### src/rtl/mips_multicycle_control.sv
// rtl/mips_multicycle_control.sv - Multi-cycle MIPS main controller FSM
//
// Sequences a shared-ALU, single-memory datapath through fetch, decode,
// execute, memory and writeback, one instruction at a time.
//
// Ports:
//   clk, rst_n      rising-edge clock, asynchronous active-low reset
//   opcode[5:0]     IR[31:26], looked at only in DECODE and MEM_ADDR
//   mem_ready       memory access completes this cycle (FETCH/MEM_RD/MEM_WR)
//   pc_write, pc_write_cond, ir_write, reg_write, mem_write   write strobes
//   mem_read, i_or_d, mem_to_reg, reg_dst, alu_src_a          datapath muxes
//   alu_src_b[1:0]  00 B, 01 const 4, 10 imm, 11 imm<<2
//   alu_op[1:0]     00 add, 01 sub, 10 funct
//   pc_source[1:0]  00 ALU, 01 ALUOut, 10 jump target
//   illegal_op      unsupported opcode in DECODE
//   instr_done      pulse on the final cycle of each instruction
//   state[3:0]      current state (debug)

module mips_multicycle_control (
    input  logic       clk,
    input  logic       rst_n,
    input  logic [5:0] opcode,
    input  logic       mem_ready,
    output logic       pc_write,
    output logic       pc_write_cond,
    output logic       ir_write,
    output logic       reg_write,
    output logic       mem_write,
    output logic       mem_read,
    output logic       i_or_d,
    output logic       mem_to_reg,
    output logic       reg_dst,
    output logic       alu_src_a,
    output logic [1:0] alu_src_b,
    output logic [1:0] alu_op,
    output logic [1:0] pc_source,
    output logic       illegal_op,
    output logic       instr_done,
    output logic [3:0] state
);

    localparam logic [5:0] OP_RTYPE = 6'd0;
    localparam logic [5:0] OP_J     = 6'd2;
    localparam logic [5:0] OP_BEQ   = 6'd4;
    localparam logic [5:0] OP_ADDI  = 6'd8;
    localparam logic [5:0] OP_LW    = 6'd35;
    localparam logic [5:0] OP_SW    = 6'd43;

    typedef enum logic [3:0] {
        S_FETCH    = 4'd0,
        S_DECODE   = 4'd1,
        S_MEM_ADDR = 4'd2,
        S_MEM_RD   = 4'd3,
        S_MEM_WB   = 4'd4,
        S_MEM_WR   = 4'd5,
        S_EXEC     = 4'd6,
        S_R_WB     = 4'd7,
        S_BRANCH   = 4'd8,
        S_JUMP     = 4'd9,
        S_ADDI_EX  = 4'd10,
        S_ADDI_WB  = 4'd11
    } state_t;

    state_t cur_state;
    logic   op_legal;

    assign op_legal = (opcode == OP_RTYPE) || (opcode == OP_J)  ||
                      (opcode == OP_BEQ)   || (opcode == OP_ADDI) ||
                      (opcode == OP_LW)    || (opcode == OP_SW);

    always_ff @(posedge clk or negedge rst_n) begin
        if (!rst_n) begin
            cur_state <= S_FETCH;
        end else begin
            case (cur_state)
                S_FETCH:    if (mem_ready) cur_state <= S_DECODE;
                S_DECODE: begin
                    case (opcode)
                        OP_LW, OP_SW: cur_state <= S_MEM_ADDR;
                        OP_RTYPE:     cur_state <= S_EXEC;
                        OP_BEQ:       cur_state <= S_BRANCH;
                        OP_J:         cur_state <= S_JUMP;
                        OP_ADDI:      cur_state <= S_ADDI_EX;
                        default:      cur_state <= S_FETCH;
                    endcase
                end
                // A non-memory opcode here means IR changed under us; drop
                // the instruction rather than issue a stray access.
                S_MEM_ADDR: begin
                    if (opcode == OP_LW)      cur_state <= S_MEM_RD;
                    else if (opcode == OP_SW) cur_state <= S_MEM_WR;
                    else                      cur_state <= S_FETCH;
                end
                S_MEM_RD:   if (mem_ready) cur_state <= S_MEM_WB;
                S_MEM_WR:   if (mem_ready) cur_state <= S_FETCH;
                S_EXEC:     cur_state <= S_R_WB;
                S_ADDI_EX:  cur_state <= S_ADDI_WB;
                default:    cur_state <= S_FETCH;
            endcase
        end
    end

    always_comb begin
        pc_write      = 1'b0;
        pc_write_cond = 1'b0;
        ir_write      = 1'b0;
        reg_write     = 1'b0;
        mem_write     = 1'b0;
        mem_read      = 1'b0;
        i_or_d        = 1'b0;
        mem_to_reg    = 1'b0;
        reg_dst       = 1'b0;
        alu_src_a     = 1'b0;
        alu_src_b     = 2'b00;
        alu_op        = 2'b00;
        pc_source     = 2'b00;
        illegal_op    = 1'b0;
        instr_done    = 1'b0;
        case (cur_state)
            S_FETCH: begin
                mem_read  = 1'b1;
                alu_src_b = 2'b01;
                ir_write  = mem_ready;
                pc_write  = mem_ready;
            end
            S_DECODE: begin
                alu_src_b = 2'b11;
                if (!op_legal) begin
                    illegal_op = 1'b1;
                    instr_done = 1'b1;
                end
            end
            S_MEM_ADDR, S_ADDI_EX: begin
                alu_src_a = 1'b1;
                alu_src_b = 2'b10;
            end
            S_MEM_RD: begin
                mem_read = 1'b1;
                i_or_d   = 1'b1;
            end
            S_MEM_WB: begin
                reg_write  = 1'b1;
                mem_to_reg = 1'b1;
                instr_done = 1'b1;
            end
            S_MEM_WR: begin
                mem_write  = 1'b1;
                i_or_d     = 1'b1;
                instr_done = mem_ready;
            end
            S_EXEC: begin
                alu_src_a = 1'b1;
                alu_op    = 2'b10;
            end
            S_R_WB: begin
                reg_dst    = 1'b1;
                reg_write  = 1'b1;
                instr_done = 1'b1;
            end
            S_BRANCH: begin
                alu_src_a     = 1'b1;
                alu_op        = 2'b01;
                pc_write_cond = 1'b1;
                pc_source     = 2'b01;
                instr_done    = 1'b1;
            end
            S_JUMP: begin
                pc_write   = 1'b1;
                pc_source  = 2'b10;
                instr_done = 1'b1;
            end
            S_ADDI_WB: begin
                reg_write  = 1'b1;
                instr_done = 1'b1;
            end
            default: ;
        endcase
        // Reset must silence every strobe at once, even though FETCH would
        // otherwise follow mem_ready combinationally.
        if (!rst_n) begin
            pc_write      = 1'b0;
            pc_write_cond = 1'b0;
            ir_write      = 1'b0;
            reg_write     = 1'b0;
            mem_write     = 1'b0;
        end
    end

    assign state = cur_state;

endmodule
### config.mk
export PLATFORM = sky130hd
export DESIGN_NAME = mips_multicycle_control
export DESIGN_NICKNAME = d
export VERILOG_FILES = /design/src/rtl/mips_multicycle_control.sv
export SDC_FILE = /design/constraint.sdc
export NUM_CORES = 1
export LEC_CHECK = 0
export ABC_CLOCK_PERIOD_IN_PS = 1280
export BUFFER_PORTS_ARGS = -buffer_cell sky130_fd_sc_hd__buf_2
export CORE_AREA = 8 8 51 53
export DETAILED_ROUTE_END_ITERATION = 8
export DIE_AREA = 0 0 59 61
export HOLD_SLACK_MARGIN = 0.05
export PLACE_DENSITY = 0.68
export SLEW_MARGIN = 20
export SYNTH_ARGS = -nofsm -noshare
export SYNTH_HDL_FRONTEND = slang
export SYNTH_SLANG_ARGS = --single-unit
export TNS_END_PERCENT = 30
### constraint.sdc
create_clock -name clk -period 1.28 [get_ports clk]
set_input_delay 0.192 -clock clk [delete_from_list [all_inputs] [get_ports clk]]
set_output_delay 0.192 -clock clk [all_outputs]
set_load 0.02 [all_outputs]
==> impl_metrics.toml <==
[setup_path]
cp-start-kind = "register"
cpPeakStageDelay_ns = 0.44
path_cells = "buf_4, clkbuf_16, nor4_2, buf_4"
path_class = "reg2out"
r2r-end = "state[2]$_DFFE_PN0P_"
cp.required_ns = 1.09
end_kind = "output port"
cp-startpoint = "state[1]$_DFFE_PN0P_"
crit_arrival_ns = 1.47
crit_fanout = 7
r2r_start = "state[1]$_DFFE_PN0P_"
regToRegSetupSlack_ns = -0.31
crit_path_top_delay_cell = "dfrtp_2"
cp-endpoint = "pc_write_cond"
reg2reg_depth = 5
crit_top_cell = "buf_4"

[pwr]
powerDensity_nw_per_um2 = 1150
leakagePower_nw = 0.609
max-vdd-ir-drop_mv = 0.717

[synthesis]
synth_nets = 97
ys_types = 34
synth_top_area_share_pct = 16.3
ys_seq_elements = 4
yosys-top-cells-area = "dfrtp_1 (16%), nor2_1 (8.6%), a21oi_1 (6.5%)"
yosysTopAreaCell = "dfrtp_1"
synth_warnings = 0
seq_area_frac_synth_pct = 16.3
synth_area_sq_um = 613
synth.avg_cell_area_sq_um = 6.97
postSynthCellCount = 88

[global_routing]
grt_pass1_wl_mm = 3.99
grt_pass1_vias = 895
grt_max_degree = 15
antenna_found_initial = 1
grtUsageTotal_pct = 14.0
grt_overflow = 0

[floorplanning]
initial_utilization_pct = 33.3
die_h_um = 61
die_area_sq_um = 3600
rows = 16
ios = 31
coreArea_sq_um = 1840
die_w_um = 59

[clocking]
cts.root.buffer_cell = "clkbuf_4"
cts_max_level = 1
cts_buffers = 3
cts_sinks = 4
clock_latency_ns = 0.23
clockBufferDepth = 2
clkTransAtPathRegs_ns = 0.04
cts_tree = "yes"

[timing]
setup_violations = 22
hold_slack_ns = 0.317
final-hold-violation-count = 0
fmax_mhz = 600
slew_viol_final = 0
slew_headroom_pct = 77.6
tns_ns = -5.82
skew_ns = 0.0119
worst_slew_pin_slew_ns = 0.335
worst_slack_ns = -0.386
min_period_ns = 1.67
min_period_over_period_pct = 130
rsz0062_at_grt = "yes"

[flow_run]
maxCapViolations = 0

[route]
vias_per_cell = 5.39
wl_per_cell_um = 16.1
drtAntennaViolNets = 0
vias = 992
drt_iter0_markers = 28
drc = 0
first_pass_iters = 5
wl_mm = 2.97

[min_path]
hp-class = "in2reg"

[placement]
port_buffers = 30
hpwl_mm = 1.85
gp_congestion = 0.805

[status]
violations = "setup timing"
outcome = "complete, but fails checks"

[finish]
syn2layout_area_growth_pct = 129
largest_reg_flops = 4
multi_input_area_sq_um = 639
fin_nets = 166
drive_gt1_share_pct = 72.4
fillCellCount = 116
ff_latch_area_sq_um = 105
through the flow:
step	setup WS [ns]	cells	total power, mW	util [%]	instance area (sq um)
after global routing	-0.407	184	1.69	76.2	1400
after global placement	-0.215	168	1.12	58.3	1070
after detailed placement	-0.249	168	1.14	58.3	1070
after CTS	-0.328	175	1.46	67.5	1240
after floorplan	-0.318	88	0.788	-	732
final	-0.386	184	1.62	76.2	1400
timing repair:
item / in CTS / in global routing
gates resized for setup: 34 / 18
gates cloned: 0 / 1
hold buffers: 1 / 0
pin swaps: 2 / 6
setup buffers: 2 / 7
endpoints found under the hold margin: 4 / 0
setup endpoints to repair: 23 / 24
Yosys cell counts:
master and count:
a31o_2 1, buf_6 3, or3_2 1, maj3_1 1, nand2_1 4, nand3_1 4, o32ai_1 1, nor4_1 4
or2_2 1, clkbuf_1 2, nand2b_1 5, nor3_1 7, dfrtp_1 4, a31oi_1 1, buf_4 1, nor2_1 14
a211oi_1 1, inv_1 2, nor2b_1 1, nor3b_1 3, o21ai_0 5, or3b_1 1, clkbuf_8 2, and3_1 1
xnor2_1 1, and2b_2 1, nor4b_1 1, o22a_1 1, xor2_1 1, or3_4 1, a21oi_1 8, or4_1 1
o211ai_1 2, nand2b_2 1
worst max-delay path, delay by kind of cell, from the launching register on:
kind                   cells  cell delay, ns
buffers and inverters      3            0.51
and+or+nand+nor            1            0.28
DFF                        1            0.44
cell type report:
type | count | share of cell area (%)
multi-input combinational | 74 | 45.6
timing repair buffer | 72 | 41.9
sequential | 4 | 7.49
tap | 27 | 2.41
clock buffer | 4 | 1.87
inverter | 2 | 0.535
antenna | 1 | 0.178
layout by cell type, fill, tap and decap left out, types with 2 or more instances in the layout:
master    netlist  routed
buf_2           0      14
inv_1           2       2
nor2_1         14       7
nor3b_2         0       2
o211ai_1        2       2
o21ai_0         5       5
nor2_2          0       6
nor3_4          0       2
nand3_1         4       4
a21oi_1         8       5
a21oi_2         0       3
nand2b_4        0       5
nor4_4          0       3
buf_4           1      44
buf_6           3      10
nor3_1          7       4
dfrtp_2         0       4
nand2_1         4       3
clkbuf_4        0       3
buf_12          0       2
cells by family after synthesis:
group / Yosys count / share of synthesized area, %
xor+xnor: 2 / 2.86
buf+inv: 10 / 13.7
flops: 4 / 16.3
simple gates: 51 / 45.9
fa+ha+maj: 1 / 1.63
compound gates: 20 / 19.6
worst min-delay path by stage:
stage / startpoint / endpoint / slack, ns / cells past startpoint
4_1_cts: opcode[3] / state[1]$_DFFE_PN0P_ / 0.31 / 3
2_1_floorplan: rst_n / state[0]$_DFFE_PN0P_ / -0.10 / 0
6_report: opcode[3] / state[1]$_DFFE_PN0P_ / 0.32 / 3
5_1_grt: opcode[3] / state[1]$_DFFE_PN0P_ / 0.33 / 3
3_5_place_dp: rst_n / state[3]$_DFFE_PN0P_ / 0.11 / 2
3_3_place_gp: rst_n / state[3]$_DFFE_PN0P_ / 0.11 / 2
power breakdown:
group	internal (mW)	switching [mW]
clock	0.117	0.0512
combinational	0.640	0.595
sequential	0.149	0.0639
total	0.907	0.710
per-layer routing:
metal  GRT usage, %  routed length [um]
met1           13.9                1120
met2           26.9                1660
met3           3.60                 146
met4           5.80                  37
met5              0                   0
(Power assumes the default switching activity.)
